### src/rtl/key_mmio_pkg.sv
// Shared constants for the push-button scanner: register map and bus width.
package key_mmio_pkg;

    localparam int BUS_W = 32;

    typedef enum logic [1:0] {
        KEY_STATE   = 2'd0,
        KEY_PRESS   = 2'd1,
        KEY_RELEASE = 2'd2,
        KEY_IRQEN   = 2'd3
    } key_reg_e;

endpackage

### src/rtl/key_scan_mmio_if.sv
// Register-bus bundle between a CPU-side master and the key scanner.
interface key_scan_mmio_if;
    import key_mmio_pkg::*;

    logic             sel;
    logic             we;
    logic [1:0]       addr;
    logic [BUS_W-1:0] wdata;
    logic [BUS_W-1:0] rdata;
    logic             irq;

    modport master (output sel, we, addr, wdata, input rdata, irq);
    modport slave  (input sel, we, addr, wdata, output rdata, irq);
endinterface

### src/rtl/key_scan_mmio_debounce.sv
// One push-button channel: 2-flop synchroniser, stability counter, debounced
// level and single-cycle rise/fall pulses coincident with the level toggle.
module key_debounce #(
    parameter int DEB_CYCLES = 16
) (
    input  logic clk,
    input  logic reset_n,
    input  logic key_in,
    output logic level,
    output logic rise,
    output logic fall
);

    localparam int CNT_W = (DEB_CYCLES > 1) ? $clog2(DEB_CYCLES) : 1;
    localparam logic [CNT_W-1:0] CNT_LAST = CNT_W'(DEB_CYCLES - 1);

    logic             sync1_q, sync1_d;
    logic             sync2_q, sync2_d;
    logic             level_q, level_d;
    logic [CNT_W-1:0] cnt_q, cnt_d;
    logic             toggle;

    // Any sample that agrees with the current level restarts the count, so a
    // bounce anywhere in the window forces a full fresh qualification period.
    always_comb begin
        sync1_d = key_in;
        sync2_d = sync1_q;
        level_d = level_q;
        cnt_d   = '0;
        toggle  = 1'b0;
        if (sync2_q != level_q) begin
            if (cnt_q == CNT_LAST) begin
                toggle  = 1'b1;
                level_d = ~level_q;
            end else begin
                cnt_d = cnt_q + CNT_W'(1);
            end
        end
    end

    always_ff @(posedge clk or negedge reset_n) begin
        if (!reset_n) begin
            sync1_q <= 1'b0;
            sync2_q <= 1'b0;
            level_q <= 1'b0;
            cnt_q   <= '0;
        end else begin
            sync1_q <= sync1_d;
            sync2_q <= sync2_d;
            level_q <= level_d;
            cnt_q   <= cnt_d;
        end
    end

    assign level = level_q;
    assign rise  = toggle & ~level_q;
    assign fall  = toggle & level_q;

endmodule

### src/rtl/key_scan_mmio.sv
// Debounced push-button scanner with sticky press/release flags, W1C clears,
// per-key interrupt enables and a registered level interrupt.
module key_scan_mmio
    import key_mmio_pkg::*;
#(
    parameter int NKEYS      = 4,
    parameter int DEB_CYCLES = 16,
    parameter int ACTIVE_LOW = 1
) (
    input  logic             clk,
    input  logic             reset_n,
    input  logic [NKEYS-1:0] keys_raw,
    key_scan_mmio_if.slave   bus
);

    logic [NKEYS-1:0] key_norm;
    logic [NKEYS-1:0] state_w, rise_w, fall_w;
    logic [NKEYS-1:0] press_q, press_d;
    logic [NKEYS-1:0] release_q, release_d;
    logic [NKEYS-1:0] irq_en_q, irq_en_d;
    logic             irq_q, irq_d;
    logic [NKEYS-1:0] wmask;
    logic             wr_en;
    logic [BUS_W-1:0] rdata_c;
    logic             unused_wdata;

    assign key_norm = (ACTIVE_LOW != 0) ? ~keys_raw : keys_raw;

    for (genvar i = 0; i < NKEYS; i++) begin : g_key
        key_debounce #(
            .DEB_CYCLES(DEB_CYCLES)
        ) u_deb (
            .clk    (clk),
            .reset_n(reset_n),
            .key_in (key_norm[i]),
            .level  (state_w[i]),
            .rise   (rise_w[i]),
            .fall   (fall_w[i])
        );
    end

    assign wr_en        = bus.sel & bus.we;
    assign wmask        = bus.wdata[NKEYS-1:0];
    assign unused_wdata = ^bus.wdata;

    // New edges are OR-ed in after the clear so a same-cycle edge survives W1C.
    always_comb begin
        press_d   = press_q | rise_w;
        release_d = release_q | fall_w;
        irq_en_d  = irq_en_q;
        if (wr_en) begin
            case (key_reg_e'(bus.addr))
                KEY_PRESS:   press_d   = (press_q & ~wmask) | rise_w;
                KEY_RELEASE: release_d = (release_q & ~wmask) | fall_w;
                KEY_IRQEN:   irq_en_d  = wmask;
                default:     ;
            endcase
        end
        irq_d = |(press_q & irq_en_q);
    end

    always_ff @(posedge clk or negedge reset_n) begin
        if (!reset_n) begin
            press_q   <= '0;
            release_q <= '0;
            irq_en_q  <= '0;
            irq_q     <= 1'b0;
        end else begin
            press_q   <= press_d;
            release_q <= release_d;
            irq_en_q  <= irq_en_d;
            irq_q     <= irq_d;
        end
    end

    always_comb begin
        rdata_c = '0;
        if (bus.sel && !bus.we) begin
            case (key_reg_e'(bus.addr))
                KEY_STATE:   rdata_c[NKEYS-1:0] = state_w;
                KEY_PRESS:   rdata_c[NKEYS-1:0] = press_q;
                KEY_RELEASE: rdata_c[NKEYS-1:0] = release_q;
                KEY_IRQEN:   rdata_c[NKEYS-1:0] = irq_en_q;
                default:     rdata_c = '0;
            endcase
        end
    end

    assign bus.rdata = rdata_c;
    assign bus.irq   = irq_q;

endmodule

### src/flat_wrapper.sv
// flat-port wrapper written by rule: the top's interface ports become plain ports
module key_scan_mmio_flat import key_mmio_pkg::*;
#(
    parameter int NKEYS      = 4,
    parameter int DEB_CYCLES = 16,
    parameter int ACTIVE_LOW = 1
)
  (clk, reset_n, keys_raw, bus_sel, bus_we, bus_addr, bus_wdata, bus_rdata, bus_irq);
  key_scan_mmio_if bus_i ();
  input  logic clk;
  input  logic reset_n;
  input  logic [NKEYS-1:0] keys_raw;
  input wire logic [$bits(bus_i.sel)-1:0] bus_sel;
  input wire logic [$bits(bus_i.we)-1:0] bus_we;
  input wire logic [$bits(bus_i.addr)-1:0] bus_addr;
  input wire logic [$bits(bus_i.wdata)-1:0] bus_wdata;
  output wire logic [$bits(bus_i.rdata)-1:0] bus_rdata;
  output wire logic [$bits(bus_i.irq)-1:0] bus_irq;
  assign bus_i.sel = bus_sel;
  assign bus_i.we = bus_we;
  assign bus_i.addr = bus_addr;
  assign bus_i.wdata = bus_wdata;
  assign bus_rdata = bus_i.rdata;
  assign bus_irq = bus_i.irq;
  key_scan_mmio #(.NKEYS(NKEYS), .DEB_CYCLES(DEB_CYCLES), .ACTIVE_LOW(ACTIVE_LOW)) u_core (.clk(clk), .reset_n(reset_n), .keys_raw(keys_raw), .bus(bus_i));
endmodule
### config.mk
export PLATFORM = sky130hd
export DESIGN_NAME = key_scan_mmio_flat
export DESIGN_NICKNAME = d
export VERILOG_FILES = /design/src/rtl/key_mmio_pkg.sv /design/src/rtl/key_scan_mmio_if.sv /design/src/rtl/key_scan_mmio_debounce.sv /design/src/rtl/key_scan_mmio.sv /design/src/flat_wrapper.sv
export SDC_FILE = /design/constraint.sdc
export NUM_CORES = 1
export LEC_CHECK = 0
export CAP_MARGIN = 5
export CORE_MARGIN = 5
export CORE_UTILIZATION = 46
export DETAILED_ROUTE_END_ITERATION = 16
export GPL_ROUTABILITY_DRIVEN = 0
export PLACE_DENSITY_LB_ADDON = 0.12
export SKIP_LAST_GASP = 1
export SYNTH_ARGS = -nofsm -noshare
export SYNTH_HDL_FRONTEND = slang
export SYNTH_SLANG_ARGS = --single-unit
### constraint.sdc
create_clock -name clk -period 3.2 [get_ports clk]
set_input_delay 0.32 -clock clk [delete_from_list [all_inputs] [get_ports clk]]
set_output_delay 0.32 -clock clk [all_outputs]
set_load 0.05 [all_outputs]
==> flow_summary.yaml, run 1 <==
cts:
  post_cts_buffers: 0
  clkSlewWorstSetupHoldPaths_ps: 80
  tritoncts: "done"
  clock_sinks: 41
  h-tree-depth: 2
  cts_buffer_depth: 2
  clock-root-buffer: "clkbuf_8"
  cts_resized: 0
  clk_latency_ps: 290
  ctsHoldBuffers: 0
  cts_made_buffers: 5
layout:
  syn_to_final_growth_pct: 12.2
  multi_input_area_um2: 815
  diodes: 0
  seqCellArea_um2: 1030
  fin_nets: 235
  utilization: 0.521
  nFillCells: 373
  drive_above_1_share: 0.0737
outcome:
  status: "complete, no violations"
timing:
  period_share: 0.850
  relSlewSlack: 0.403
  report.final.setup_viol: 0
  hold_viol_final: 0
  rsz0062_at_grt: "no"
  fin_worst_skew_ps: 7.68
  tns_ps: 0
  drv_slew: 0
  clock.fmax_ghz: 0.367
  worstMarginPinSlew_ps: 896
  fin_crit_ps: 2720
logic_synthesis:
  synth_area_leader_cell: "dfrtp_1"
  ys_warn_count: 0
  ys_ff_latch: 41
  netlist_instances: 167
  synth_top_cells_by_area: "dfrtp_1 51%, buf_4 11%, mux2_1 4.5%, mux4_2 4.5%, o2bb2ai_1 3.5%"
  async_flop_share: 1.00
  synthFlopType: "dfrtp_1"
  post_synth_num_cell_types: 26
  synth_top_area_share: 0.514
  syn_area_um2: 1990
  synth_edf_count: 0
  yosysSeqAreaShare: 0.514
  postSynthAreaPerCell_um2: 11.9
floorplan:
  coreArea_um2: 4290
  die_w_um: 75.8
  io_pins: 75
  die_area_um2: 5750
  num_rows: 24
  die_y_um: 75.8
  start_util: 0.464
grt:
  gr-usage-all-layers: 0.135
  grt_pass1_wl_mm: 5.66
  grt_overflow: 0
  grt_max_degree: 42
  antenna_found_initial: 0
  grt_pass1_vias: 1218
detailed_routing:
  antenna_left: 0
  vias: 1205
  drt-initial-drc-count: 80
  drt-total-wl_mm: 3.47
  first_pass_iters: 4
  via_per_inst: 4.98
  routedWlPerCell_um: 14.3
  drc: 0
run:
  maxCapViolCount: 0
power:
  irDropWorstVdd_v: 0.000300
  power.density_nw_per_um2: 593
  p_leak_nw: 1.02
setup_path:
  critical_path_arrival_ps: 2400
  r2r-end: "u_core.g_key[0].u_deb.level"
  worstPathMaxFanout: 7
  critPathLaunchType: "input port"
  rr_worst_depth: 3
  rrSetupSlack_ps: 1890
  critPathRequiredTime_ps: 2880
  endpoint_kind: "output port"
  r2r-start: "u_core.g_key[0].u_deb.cnt_q[0]"
  critPathKind: "in2out"
place:
  io_buffers: 18
  dp_hpwl_mm: 2.60
worst_hold_path:
  hold_path_class: "in2async"
-- critical path, cell delays in order --
cell	delay [ps]
clkdlybuf4s50_1	680
mux4_2	540
nor2b_1	140
clkdlybuf4s50_1	700
-- cell families (layout without fill, tap and decap cells) --
group | after synthesis | after routing | synth area share
AO/OA/AOI/OAI | 25 | 25 | 0.0935
XOR/XNOR | 4 | 4 | 0.0176
adder cells (fa/ha/maj) | 4 | 4 | 0.0251
buffers and inverters | 36 | 32 | 0.128
flip-flops | 41 | 41 | 0.514
multiplexers | 12 | 12 | 0.0903
other | 1 | 28 | 0.00188
AND/OR/NAND/NOR | 44 | 44 | 0.129
-- registers in the layout (all words and copies together), names as in the netlist --
| name | count |
|---|---|
| u_core.bus.irq | 1 |
| u_core.g_key.u_deb.cnt_q | 16 |
| u_core.g_key.u_deb.level | 4 |
| u_core.g_key.u_deb.sync1_q | 4 |
| u_core.g_key.u_deb.sync2_q | 4 |
| u_core.irq_en_q | 4 |
| u_core.press_q | 4 |
| u_core.release_q | 4 |
-- cell type report --
class	instances	area share
tap	52	0.0291
timing repair buffer	18	0.0783
inverter	6	0.0101
sequential	41	0.459
clock buffer	5	0.0308
multi-input combinational	117	0.364
clock inverter	3	0.0291
-- power breakdown --
part	internal, mW	switching, mW	leakage [nW]	total (mW)
sequential	0.568	0.0374	0.527	0.606
clock	0.310	0.179	0.0681	0.489
combinational	0.0808	0.150	0.421	0.231
-- worst max-delay path by stage --
stage	from	endpoint	slack [ps]	cells after the start
floorplan	bus_addr[0]	bus_rdata[2]	1420	3
global route	bus_addr[0]	bus_rdata[2]	390	4
global placement	bus_addr[1]	bus_rdata[0]	460	4
CTS	bus_addr[0]	bus_rdata[2]	460	4
detailed placement	bus_addr[0]	bus_rdata[2]	460	4
finish	bus_addr[0]	bus_rdata[2]	480	4
-- cells in the final DEF (no fill, tap or decap), drive strengths merged, types with 5 or more instances in the layout --
master	netlist	routed
dfrtp	41	41
conb	1	28
clkdlybuf4s50	0	17
nand2	9	9
nand2b	9	9
o2bb2ai	8	8
nor2b	8	8
mux2	8	8
inv	6	6
a311oi	5	5
clkbuf	0	5
-- Yosys cell counts, types with 2 or more instances --
cell type and number:
dfrtp_1 41, buf_6 2, a311oi_1 5, and4b_1 2, nor2_1 4, nand3_1 4, a22oi_1 2, buf_4 28
nor2b_1 8, nand4b_1 2, a21oi_1 4, o21ai_0 2, ha_1 4, inv_1 6, and2_1 4, o2bb2ai_1 8
mux2_1 8, nand2b_1 9, mux4_2 4, xnor2_1 4, a31oi_1 2, a21o_1 2, nand2_1 9
-- routing by layer --
metal | global-route usage | routed length (um)
met1 | 0.175 | 1480
met2 | 0.203 | 1700
met3 | 0.0409 | 229
met4 | 0.0680 | 68
met5 | 0 | 0
-- per-stage QoR --
step	cell area [um^2]	cells	setup WS, ps	hold slack (ps)	total power, mW
2_1_floorplan	2100	194	1420	24.4	0.809
3_3_place_gp	2100	234	464	336	0.837
3_5_place_dp	2100	234	463	335	0.848
4_1_cts	2240	242	457	173	1.34
5_1_grt	2240	242	394	227	1.39
6_report	2240	242	479	140	1.33
(Power assumes the default switching activity.)
==> run 2, diff against run 1 <==
CORE_UTILIZATION = 44   (was 46)
clock period = 3 ns   (was 3.2 ns; I/O delays follow)
==> flow_summary.yaml, run 2 (synthesis results as in run 1) <==
outcome:
  status: "complete, no violations"
power:
  switching_power_mw: 0.387
  p_leak_nw: 1.02
  p_clk_frac: 0.367
  power.density_nw_per_um2: 630
  irDropWorstVdd_v: 0.000324
  seq_power_share: 0.457
  p_int_mw: 1.02
  p_sw_frac: 0.274
  pwr-share-comb: 0.175
cts:
  clk_latency_ps: 290
  post_cts_buffers: 0
  clock_sinks: 41
  cts_buffer_depth: 2
  h-tree-depth: 2
  cts_resized: 0
  cts_made_buffers: 5
  ctsHoldBuffers: 0
  tritoncts: "done"
  clock-root-buffer: "clkbuf_8"
  clkSlewWorstSetupHoldPaths_ps: 80
grt:
  grt_pass1_vias: 1209
  grt_overflow: 0
  grt_pass1_wl_mm: 5.62
  antenna_found_initial: 0
  grt_max_degree: 42
  gr-usage-all-layers: 0.119
layout:
  nFillCells: 398
  top_register: "u_core.g_key.u_deb.cnt_q"
  final_cell_mix: "41 x dfrtp_1, 28 x conb_1, 17 x clkdlybuf4s50_1"
  utilization: 0.510
  diodes: 0
  syn_to_final_growth_pct: 12.2
  fin_nets: 235
  finish.instance_area_um2: 2240
  final_common_cell: "dfrtp_1"
  largest_reg_flops: 16
  drive_above_1_share: 0.0737
detailed_routing:
  first_pass_iters: 4
  drt-initial-drc-count: 75
  routedWlPerCell_um: 14.3
  drc: 0
  drt-total-wl_mm: 3.47
  via_per_inst: 5.19
  antenna_left: 0
  vias: 1257
timing:
  fin_crit_ps: 2690
  tns_ps: 0
  report.final.setup_viol: 0
  relSlewSlack: 0.400
  hold_viol_final: 0
  hold_slack_ps: 126
  worst_slack_ps: 313
  worstMarginPinSlew_ps: 900
  period_share: 0.896
  drv_slew: 0
  rsz0062_at_grt: "no"
  fin_worst_skew_ps: 7.15
  clock.fmax_ghz: 0.372
run:
  maxCapViolCount: 0
place:
  dp_hpwl_mm: 2.55
  io_buffers: 18
  dpl_cell_area_um2: 2100
  pre_cts_ws_ps: 312
floorplan:
  die_y_um: 77.3
  die_area_um2: 5980
  num_rows: 24
  io_pins: 75
  coreArea_um2: 4380
  die_w_um: 77.3
  start_util: 0.455
setup_path:
  r2r-start: "u_core.g_key[1].u_deb.cnt_q[0]"
  critical_path_arrival_ps: 2390
  critPathLaunchType: "input port"
  worstPathMaxFanout: 7
  rr_worst_depth: 3
  critPathKind: "in2out"
  critPathRequiredTime_ps: 2700
  endpoint_kind: "output port"
  rrSetupSlack_ps: 1710
  r2r-end: "u_core.g_key[1].u_deb.level"
worst_hold_path:
  hold_path_class: "in2async"
==> run 2: area by class of cell <==
| class | instances | area (um^2) | share of cell area |
|---|---|---|---|
| tap | 52 | 65.1 | 0.0291 |
| clock inverter | 3 | 65.1 | 0.0291 |
| multi-input combinational | 117 | 815 | 0.364 |
| timing repair buffer | 18 | 175 | 0.0783 |
| inverter | 6 | 22.5 | 0.0101 |
| sequential | 41 | 1030 | 0.459 |
| clock buffer | 5 | 68.8 | 0.0308 |
==> run 2: metal layers <==
metal,wire length (um),global-route usage
met5,0,0
met4,56,0.0498
met3,290,0.0492
met2,1640,0.189
met1,1490,0.142
==> run 2: critical path, cell delays in order <==
cell	delay [ps]
clkdlybuf4s50_1	700
mux4_2	540
nor2b_1	150
clkdlybuf4s50_1	700
==> run 2: per-stage QoR <==
stage	power, mW	std cells
2_1_floorplan	0.863	194
3_3_place_gp	0.893	234
3_5_place_dp	0.903	234
4_1_cts	1.43	242
5_1_grt	1.48	242
6_report	1.41	242
==> run 2: worst max-delay path by stage <==
| stage | slack (ps) | start | depth (start not counted) | endpoint |
|---|---|---|---|---|
| 3_5_place_dp | 310 | bus_addr[0] | 4 | bus_rdata[2] |
| 5_1_grt | 220 | bus_addr[1] | 4 | bus_rdata[0] |
| 3_3_place_gp | 310 | bus_addr[0] | 4 | bus_rdata[2] |
| 4_1_cts | 300 | bus_addr[0] | 4 | bus_rdata[2] |
| 2_1_floorplan | 1260 | bus_addr[0] | 3 | bus_rdata[2] |
| 6_report | 310 | bus_addr[1] | 4 | bus_rdata[0] |
==> run 2: power groups by stage <==
stage	clock, mW	combinational (mW)	sequential [mW]
after floorplan	0	0.201	0.662
after detailed placement	0	0.248	0.655
final	0.518	0.247	0.645
after global routing	0.567	0.265	0.651
after global placement	0	0.241	0.652
after CTS	0.535	0.249	0.644
